--- config.mk ---
export PLATFORM = sky130hd
export DESIGN_NAME = encoder_event_arbiter
export DESIGN_NICKNAME = d
export VERILOG_FILES = /design/src/rtl/audipus_enc_pkg.sv /design/src/rtl/sync_fifo_fwft.sv /design/src/rtl/encoder_event_arbiter.sv
export SDC_FILE = /design/constraint.sdc
export NUM_CORES = 1
export LEC_CHECK = 0
export BUFFER_PORTS_ARGS = -buffer_cell sky130_fd_sc_hd__buf_2
export CAP_MARGIN = 20
export CORE_MARGIN = 4
export CORE_UTILIZATION = 52
export DETAILED_ROUTE_END_ITERATION = 8
export PLACE_DENSITY = 0.8
export SKIP_CTS_REPAIR_TIMING = 1
export SYNTH_ARGS = -nofsm -noshare
export SYNTH_HDL_FRONTEND = slang
export SYNTH_SLANG_ARGS = --single-unit
--- constraint.sdc ---
create_clock -name clk -period 2.9 [get_ports clk]
set_input_delay 0.145 -clock clk [delete_from_list [all_inputs] [get_ports clk]]
set_output_delay 0.145 -clock clk [all_outputs]
set_load 0.02 [all_outputs]
--- src/rtl/audipus_enc_pkg.sv ---
// audipus_enc_pkg: shared arbiter state type, event-word field positions and encoder register width
package audipus_enc_pkg;
    typedef enum logic [1:0] {SCAN, ACK, SETTLE} ArbState;
    localparam int ENC_REG_W  = 8;
    localparam int EV_IDX_MSB = 7;
    localparam int EV_IDX_LSB = 5;
    localparam int EV_LOST    = 4;
    localparam int EV_CW      = 2;
    localparam int EV_VAL_MSB = 1;
endpackage

--- src/rtl/sync_fifo_fwft.sv ---
// sync_fifo_fwft: first-word-fall-through FIFO; push/push_data write, pop drops head, data=head (0 when empty), count/empty/full status, sync active-low reset
module sync_fifo_fwft #(
    parameter int WIDTH = 8,
    parameter int DEPTH = 8
) (
    input  logic                       clk,
    input  logic                       reset,
    input  logic                       push,
    input  logic [WIDTH-1:0]           push_data,
    input  logic                       pop,
    output logic [WIDTH-1:0]           data,
    output logic [$clog2(DEPTH+1)-1:0] count,
    output logic                       empty,
    output logic                       full
);
    localparam int AW = $clog2(DEPTH);
    localparam int CW = $clog2(DEPTH+1);
    logic [WIDTH-1:0] mem_q [DEPTH];
    logic [AW-1:0] wr_q, wr_d, rd_q, rd_d;
    logic [CW-1:0] cnt_q, cnt_d;
    logic do_push, do_pop;
    always_comb begin
        empty   = cnt_q == '0;
        full    = cnt_q == CW'(DEPTH);
        do_push = push & ~full;
        do_pop  = pop & ~empty;
        wr_d    = wr_q + AW'(do_push);
        rd_d    = rd_q + AW'(do_pop);
        cnt_d   = cnt_q + CW'(do_push) - CW'(do_pop);
        data    = empty ? '0 : mem_q[rd_q];
        count   = cnt_q;
    end
    always_ff @(posedge clk) begin
        if (!reset) begin
            wr_q  <= '0;
            rd_q  <= '0;
            cnt_q <= '0;
        end else begin
            wr_q  <= wr_d;
            rd_q  <= rd_d;
            cnt_q <= cnt_d;
        end
    end
    always_ff @(posedge clk) begin
        if (do_push) mem_q[wr_q] <= push_data;
    end
endmodule

--- src/rtl/encoder_event_arbiter.sv ---
// encoder_event_arbiter: round-robin scan of enc_state_change, one-cycle enc_rd_stb ack, tagged events into FWFT FIFO (event_data/event_valid/fifo_count, cpu_rd_stb pop), sticky overflow with overflow_clr, registered irq gated by irq_en
module encoder_event_arbiter
    import audipus_enc_pkg::*;
#(
    parameter int NUM_ENC    = 4,
    parameter int FIFO_DEPTH = 8
) (
    input  logic                           clk,
    input  logic                           reset,
    input  logic [NUM_ENC-1:0]             enc_state_change,
    input  logic [ENC_REG_W*NUM_ENC-1:0]   rotary_encoder_reg,
    output logic [NUM_ENC-1:0]             enc_rd_stb,
    input  logic                           cpu_rd_stb,
    input  logic                           overflow_clr,
    input  logic                           irq_en,
    output logic [7:0]                     event_data,
    output logic                           event_valid,
    output logic [4:0]                     fifo_count,
    output logic                           overflow,
    output logic                           irq
);
    localparam int CW = $clog2(FIFO_DEPTH+1);
    ArbState state_q, state_d;
    logic [2:0] ptr_q, ptr_d, ptr_nxt, cur;
    logic ovf_q, ovf_d, lost_q, lost_d, irq_q, irq_d;
    logic [NUM_ENC-1:0] sel;
    logic hit, push, full, empty;
    logic [7:0] ev;
    logic [CW-1:0] count;
    always_comb begin
        sel     = NUM_ENC'(1) << ptr_q;
        hit     = |(enc_state_change & sel);
        cur     = 3'(rotary_encoder_reg >> {ptr_q, 3'b000});
        ptr_nxt = (ptr_q == 3'(NUM_ENC-1)) ? 3'd0 : ptr_q + 3'd1;
        ev                        = '0;
        ev[EV_IDX_MSB:EV_IDX_LSB] = ptr_q;
        ev[EV_LOST]               = lost_q;
        ev[EV_CW]                 = cur[EV_CW];
        ev[EV_VAL_MSB:0]          = cur[EV_VAL_MSB:0];
    end
    always_comb begin
        state_d    = state_q;
        ptr_d      = ptr_q;
        lost_d     = lost_q;
        ovf_d      = overflow_clr ? 1'b0 : ovf_q;
        push       = 1'b0;
        enc_rd_stb = '0;
        irq_d      = ~empty & irq_en;
        case (state_q)
            SCAN: begin
                if (hit && !full) state_d = ACK;
                else begin
                    ptr_d = ptr_nxt;
                    if (hit) begin
                        ovf_d  = 1'b1;
                        lost_d = 1'b1;
                    end
                end
            end
            ACK: begin
                enc_rd_stb = sel;
                push       = 1'b1;
                lost_d     = 1'b0;
                state_d    = SETTLE;
            end
            default: begin
                ptr_d   = ptr_nxt;
                state_d = SCAN;
            end
        endcase
    end
    always_ff @(posedge clk) begin
        if (!reset) begin
            state_q <= SCAN;
            ptr_q   <= '0;
            ovf_q   <= 1'b0;
            lost_q  <= 1'b0;
            irq_q   <= 1'b0;
        end else begin
            state_q <= state_d;
            ptr_q   <= ptr_d;
            ovf_q   <= ovf_d;
            lost_q  <= lost_d;
            irq_q   <= irq_d;
        end
    end
    sync_fifo_fwft #(.WIDTH(8), .DEPTH(FIFO_DEPTH)) u_fifo (
        .clk       (clk),
        .reset     (reset),
        .push      (push),
        .push_data (ev),
        .pop       (cpu_rd_stb),
        .data      (event_data),
        .count     (count),
        .empty     (empty),
        .full      (full)
    );
    always_comb begin
        event_valid = ~empty;
        fifo_count  = 5'(count);
        overflow    = ovf_q;
        irq         = irq_q;
    end
endmodule

Word level (Yosys, flattened, before mapping). Memory sizes are Yosys's and may differ from the RTL's. A register that Yosys moved wholly into a read port is not among the register bits. Cells that the tools add are included.

Add/subtract/negate cells: 5. Eq/ne operators: 6. Shift-type cells: 2. Muxes and demuxes: 18. Bitwise gates (word level): 7. Reduce and logical (&&, ||, !) cells: 8.

Operators with widths (number): right shift 32 x 6 -> 3 bit (1); 2-to-1 mux 1 bit (9); 2-to-1 mux 3 bit (3); 2-to-1 mux 8 bit (1); adder 3 x 1 -> 3 bit (2); != test 2 bit (second input constant) (3); one-hot mux 3 bit (2 select lines) (1); adder 4 x 1 -> 4 bit (1); bitwise AND 4 bit (1); == test 4 bit (second input constant) (1); logical NOT 4 bit (1); 2-to-1 mux 4 bit (1); one-hot mux 2 bit (2 select lines) (1); OR reduction 4 bit (1); left shift 1 x 3 -> 4 bit (first input constant) (1); subtractor 4 x 1 -> 4 bit (1); adder 3 x 1 -> 3 bit (second input constant) (1); bitwise AND 1 bit (3); == test 3 x 2 -> 1 bit (second input constant) (1); NOT 1 bit (3); AND reduction 3 bit (1); == test 2 x 1 -> 1 bit (second input constant) (1); logical NOT 2 bit (1); 2-to-1 mux 2 bit (1); other kinds (5) (5).

Register bits after elaboration: 18. Bits in writable memories: 56. Bits of input ports: 41. Output and inout bits: 20. Word-level logic and storage cells: 55. Memories kept: 1.

Memories: u_fifo.mem_q (depth 8, width 7, rd ports 1, clocked after Yosys merged registers in 1, write ports 1, line sync_fifo_fwft.sv:18) `logic [WIDTH-1:0] mem_q [DEPTH];`.

Longest topological paths before layout.
Depth after elaboration: 6. Depth in mapped cells: 13. Gate-level depth less buffers: 12.

By module. A second synthesis with hierarchy kept.

Cells, all modules: 247. Area, all modules: 3599.7 um^2.

Modules (own cells, without submodules): sync_fifo_fwft (instances 1, cells an instance 194, area an instance 3101.7 um^2, seq. area each 2122.0 um^2); encoder_event_arbiter (instances 1, cells an instance 53, area an instance 498.0 um^2, seq. area each 160.2 um^2).

Worst setup path before layout. No wires, ideal clock.

Path type: register to register. From: reg u_fifo.cnt_q[2], in the netlist u_fifo.count[2]. To: reg u_fifo.cnt_q[2], in the netlist u_fifo.count[2]. Setup time: 120 ps. Data arrival time: 2372 ps. Required time: 2780 ps. Setup slack: 408 ps. Stages on the path, launching flop included: 14. Path buffers: 1. Clock period less this slack: 2492 ps. Cell sequence: dfxtp_1 inv_1 ha_1 and2_1 clkbuf_1 inv_1 and2_1 ha_1 inv_1 ha_1 inv_1 fa_1 xor2_1 nor2_1.

Elaborated cells between the ends (all ways): 8. Classes of those cells: add/sub (2); eq/ne (1); bitwise (4); reduce/logical (1).

RTL lines: start: declaration (line sync_fifo_fwft.sv:20) `logic [CW-1:0] cnt_q, cnt_d;`; start signal: assignment (line sync_fifo_fwft.sv:41) `cnt_q <= cnt_d;`; logical NOT 4 bit (line sync_fifo_fwft.sv:23) `empty = cnt_q == '0;`; NOT 1 bit; via event_valid (line encoder_event_arbiter.sv:17) `output logic event_valid,`; bitwise AND 1 bit (line sync_fifo_fwft.sv:26) `do_pop = pop & ~empty;`; subtractor 4 x 1 -> 4 bit (line sync_fifo_fwft.sv:29) `cnt_d = cnt_q + CW'(do_push) - CW'(do_pop);`.

The timed path passes the listed nets, and every way through them passes these cells. A chain may end at the register's enable or synchronous reset.

Worst setup path after layout.
From: reg u_fifo.cnt_q[2], in the netlist u_fifo.count[2]. To: reg u_fifo.cnt_q[2], in the netlist u_fifo.count[2].

Longest elaborated chain between the ends: 5. Elaborated cells between the ends (all ways): 8. Classes of those cells: add/sub (2); eq/ne (1); bitwise (4); reduce/logical (1).

RTL lines: == test 4 bit (line sync_fifo_fwft.sv:24) `full = cnt_q == CW'(DEPTH);`; NOT 1 bit (line sync_fifo_fwft.sv:25) `do_push = push & ~full;`; bitwise AND 1 bit (line sync_fifo_fwft.sv:25); adder 4 x 1 -> 4 bit (line sync_fifo_fwft.sv:29); subtractor 4 x 1 -> 4 bit (*) (line sync_fifo_fwft.sv:29).

Every way passes the cells marked *; elsewhere a longest branch is shown, timed or not.

==> impl_results.rst <==
.. list-table::
   :header-rows: 1

   * - Metric
     - Value
   * - Summed negative setup slack over all endpoints
     - 0 ns
   * - Post-synthesis cell type with the largest combined area
     - sky130_fd_sc_hd__edfxtp_1
   * - Required time worst endpoint
     - about 3.1 ns
   * - Transition at the pin with the smallest max-transition slack
     - 0.755 ns
   * - CP endpoint kind
     - register
   * - Average wire per standard cell
     - 16.8 um
   * - Number of buffers on the longest clock path
     - 2
   * - Worst voltage drop across the vdd grid
     - roughly 0.65 mV
   * - Final count of negative-setup-slack endpoints
     - 0
   * - Most numerous cell types in the synthesized netlist
     - 56 x sky130_fd_sc_hd__edfxtp_1, 24 x sky130_fd_sc_hd__nor2_1, 18 x sky130_fd_sc_hd__dfxtp_1, 14 x sky130_fd_sc_hd__ha_1, 13 x sky130_fd_sc_hd__mux4_2
   * - F_max
     - around 400 MHz
   * - Element type at the critical path start
     - register
   * - Number of antenna violations at the first check in global routing
     - 0
   * - Vias in the first global route
     - approximately 1900
   * - Synth Instances
     - 204
   * - Period utilisation layout
     - 84.9%
   * - Synthesis Warnings
     - 0
   * - Final setup margin
     - 0.438 ns
   * - Remaining antenna violation count
     - 0
   * - GRT Residual Overflow
     - 0
   * - Via count
     - 1803
   * - Drt pass-1 iters
     - 4
   * - PD cells
     - ~920 mW/mm^2
   * - Critical path class
     - register to register
   * - Total Routing Usage GR
     - 16.4%
   * - Chip Width
     - a little under 90 um
   * - Wire length of the first global-routing pass
     - 9.04 mm
   * - HPWL Detailed
     - 3.89 mm
   * - Leakage power of the design
     - roughly 0.0014 uW
   * - Post-layout min period
     - ~2.5 ns
   * - Worst hold path type
     - input pin to register
   * - IO buf count
     - 38
   * - Most instantiated flip-flop cell in the synthesis netlist
     - sky130_fd_sc_hd__edfxtp_1
   * - Die height
     - 86.6 um
   * - Async set or reset register ratio after synthesis
     - 0%
   * - Hold Violations, Final
     - 0
   * - Sequential fraction of the synthesis area
     - 63.6%
   * - Rel. slew slack
     - 49.6%
   * - Worst clock skew
     - 0.00542 ns
   * - Total clock buffers created by CTS
     - 9
   * - Summed instance area of the synthesized netlist
     - 0.00321 sq mm
   * - R2R Setup Slk
     - about 0.44 ns
   * - Crit path DAT
     - 2.68 ns
   * - Post-CTS clock slew at the launch and capture registers of the worst setup and hold paths
     - ~0.070 ns
   * - Growth of design area from synthesis to finish
     - 15.0%
   * - Clock tree root driver cell
     - sky130_fd_sc_hd__clkbuf_8
   * - Initial Utilization
     - between 50% and 60%
   * - Mean number of vias per cell
     - 5.41
   * - Layout filler cell count
     - around 450
   * - Post-synthesis cell type count
     - 35
   * - Max-cap viol count
     - 0
   * - Top area cells in the synthesized netlist
     - sky130_fd_sc_hd__edfxtp_1 52%, sky130_fd_sc_hd__dfxtp_1 11%, sky130_fd_sc_hd__mux4_2 9.1%, sky130_fd_sc_hd__ha_1 5.5%, sky130_fd_sc_hd__mux4_1 3.3%
   * - Number of pins exceeding their max-slew limit in the final report
     - 0
   * - Depth of the CTS H-tree
     - 3
   * - Pin count of the biggest net entering global routing
     - 16
   * - CP Capture Point
     - u_fifo.count[2]
   * - Clock Sinks
     - 74
   * - Status
     - complete, no violations
   * - Count of state elements after synthesis
     - 74
   * - Worst-skew pair later-pin latency
     - 0.34 ns
   * - Total die area
     - 0.00749 sq mm
   * - Post-placement worst setup slack
     - approximately 0.42 ns
   * - DRC
     - 0
   * - TritonCTS clock tree
     - built
   * - Detailed Route WL
     - between 5 and 6 mm
   * - Number of placed I/O pins
     - 61
   * - R2r worst-path depth
     - 12
   * - Nets@finish
     - 309
   * - Number of DRC violations after detailed-routing iteration 0
     - 88
   * - Library cell with the highest instance count after synthesis
     - sky130_fd_sc_hd__edfxtp_1
   * - Area share of the leading cell type in the synthesized netlist
     - 52.4%
   * - Fraction of layout cells with a size suffix above 1
     - 27.9%
   * - Number of diodes
     - 0
   * - Core footprint
     - 0.00596 sq mm
   * - Gp weighted congestion
     - 0.720
   * - Number of flops mapped to enable cells by yosys
     - 56
   * - Average cell area after synthesis
     - 15.7 sq um
   * - Crit Path Max Fanout
     - 8
   * - Source of the worst register-to-register timing path
     - u_fifo.count[2]
   * - Endpoint of the most critical register-to-register path
     - u_fifo.count[2]
   * - Setup repair after global routing missed its margin
     - no
   * - Worst setup path start
     - u_fifo.count[2]
   * - Count of standard-cell rows
     - 28
metal layers:
metal,part of all wire [%],global-route usage (%),vias up
met3,4.4,3.14,9
met2,50,26.9,41
met5,0,0,-
met4,1.9,8.07,0
met1,44,21.0,895
li1,-,-,858
per-stage QoR:
step,hold WS [ns],instance area [sq um],std cells,utilization [%],power (uW)
after floorplan,0.291,3210,205,-,2310
after global placement,0.370,3480,317,58.5,2560
after detailed placement,0.399,3480,317,58.5,2620
after CTS,0.0390,3690,333,62.0,3450
after global routing,0.0562,3690,333,62.0,3620
final,0.0481,3690,333,62.0,3400
power by group:
part           internal [uW]  total, uW  switching [uW]
sequential              1330       1440             114
combinational            498       1130             629
clock                    479        831             352
state kept, by name, indices dropped and copies added, names as in the netlist, 2 cells and up:
signal	flops
u_fifo.count	4
u_fifo.wr_q	3
state_q	2
ptr_q	3
u_fifo.rd_q	3
u_fifo.mem_q	56
cell families (layout without fill, tap and decap cells):
logic type | after synthesis | after routing | synth area share (%)
DFF | 74 | 74 | 63.6
xor gates and xnor gates | 4 | 4 | 1.09
other | 1 | 2 | 0.117
buffers and inverters | 19 | 72 | 3.35
adders and majority gates | 15 | 15 | 6.08
muxes | 26 | 26 | 15.2
AOI/OAI and AO/OA | 8 | 8 | 1.83
and+or+nand+nor | 57 | 57 | 8.69
placed cells by master, fill, tap and decap left out, types with 2 or more instances in the layout:
cell                         n
sky130_fd_sc_hd__buf_4       7
sky130_fd_sc_hd__buf_2      38
sky130_fd_sc_hd__ha_1       14
sky130_fd_sc_hd__mux4_1      4
sky130_fd_sc_hd__and3_1      5
sky130_fd_sc_hd__edfxtp_1   56
sky130_fd_sc_hd__a22o_1      2
sky130_fd_sc_hd__bufinv_16   2
sky130_fd_sc_hd__mux2i_1     9
sky130_fd_sc_hd__dfxtp_1    18
sky130_fd_sc_hd__nor3_1      2
sky130_fd_sc_hd__nand2_1     6
sky130_fd_sc_hd__clkbuf_8    9
sky130_fd_sc_hd__nor2_1     24
sky130_fd_sc_hd__nand2b_1    4
sky130_fd_sc_hd__and2_1      7
sky130_fd_sc_hd__mux4_2     13
sky130_fd_sc_hd__inv_1      11
sky130_fd_sc_hd__clkinv_2    2
sky130_fd_sc_hd__nand3_1     2
sky130_fd_sc_hd__xnor2_1     3
sky130_fd_sc_hd__nor2b_1     3
sky130_fd_sc_hd__conb_1      2
critical path, stage by stage (launching register included):
cell and delay, ns:
sky130_fd_sc_hd__dfxtp_1 0.32, sky130_fd_sc_hd__inv_1 0.10, sky130_fd_sc_hd__ha_1 0.14, sky130_fd_sc_hd__and2_1 0.35
sky130_fd_sc_hd__inv_1 0.11, sky130_fd_sc_hd__and2_1 0.20, sky130_fd_sc_hd__ha_1 0.27, sky130_fd_sc_hd__inv_1 0.06
sky130_fd_sc_hd__ha_1 0.17, sky130_fd_sc_hd__inv_1 0.06, sky130_fd_sc_hd__fa_1 0.37, sky130_fd_sc_hd__xor2_1 0.16
sky130_fd_sc_hd__nor2_1 0.05
layout make-up:
type                    count  area (sq um)  area share, %
well taps                  75          93.8           2.54
inverters                  11          41.3           1.12
clock buffers              10           128           3.46
multi-input cells         112          1060           28.8
repair buffers             45           243           6.57
flip-flops and latches     74          2040           55.3
clock inverters             6          81.3           2.20
worst min-delay path by stage:
stage	start	endpoint	slack, ns	cells past startpoint
after global placement	irq_en	irq	0.37	2
final	irq_en	irq	0.05	2
after CTS	irq_en	irq	0.04	2
after detailed placement	irq_en	irq	0.40	2
after global routing	irq_en	irq	0.06	2
after floorplan	irq_en	irq	0.29	1
(Power assumes the default switching activity.)
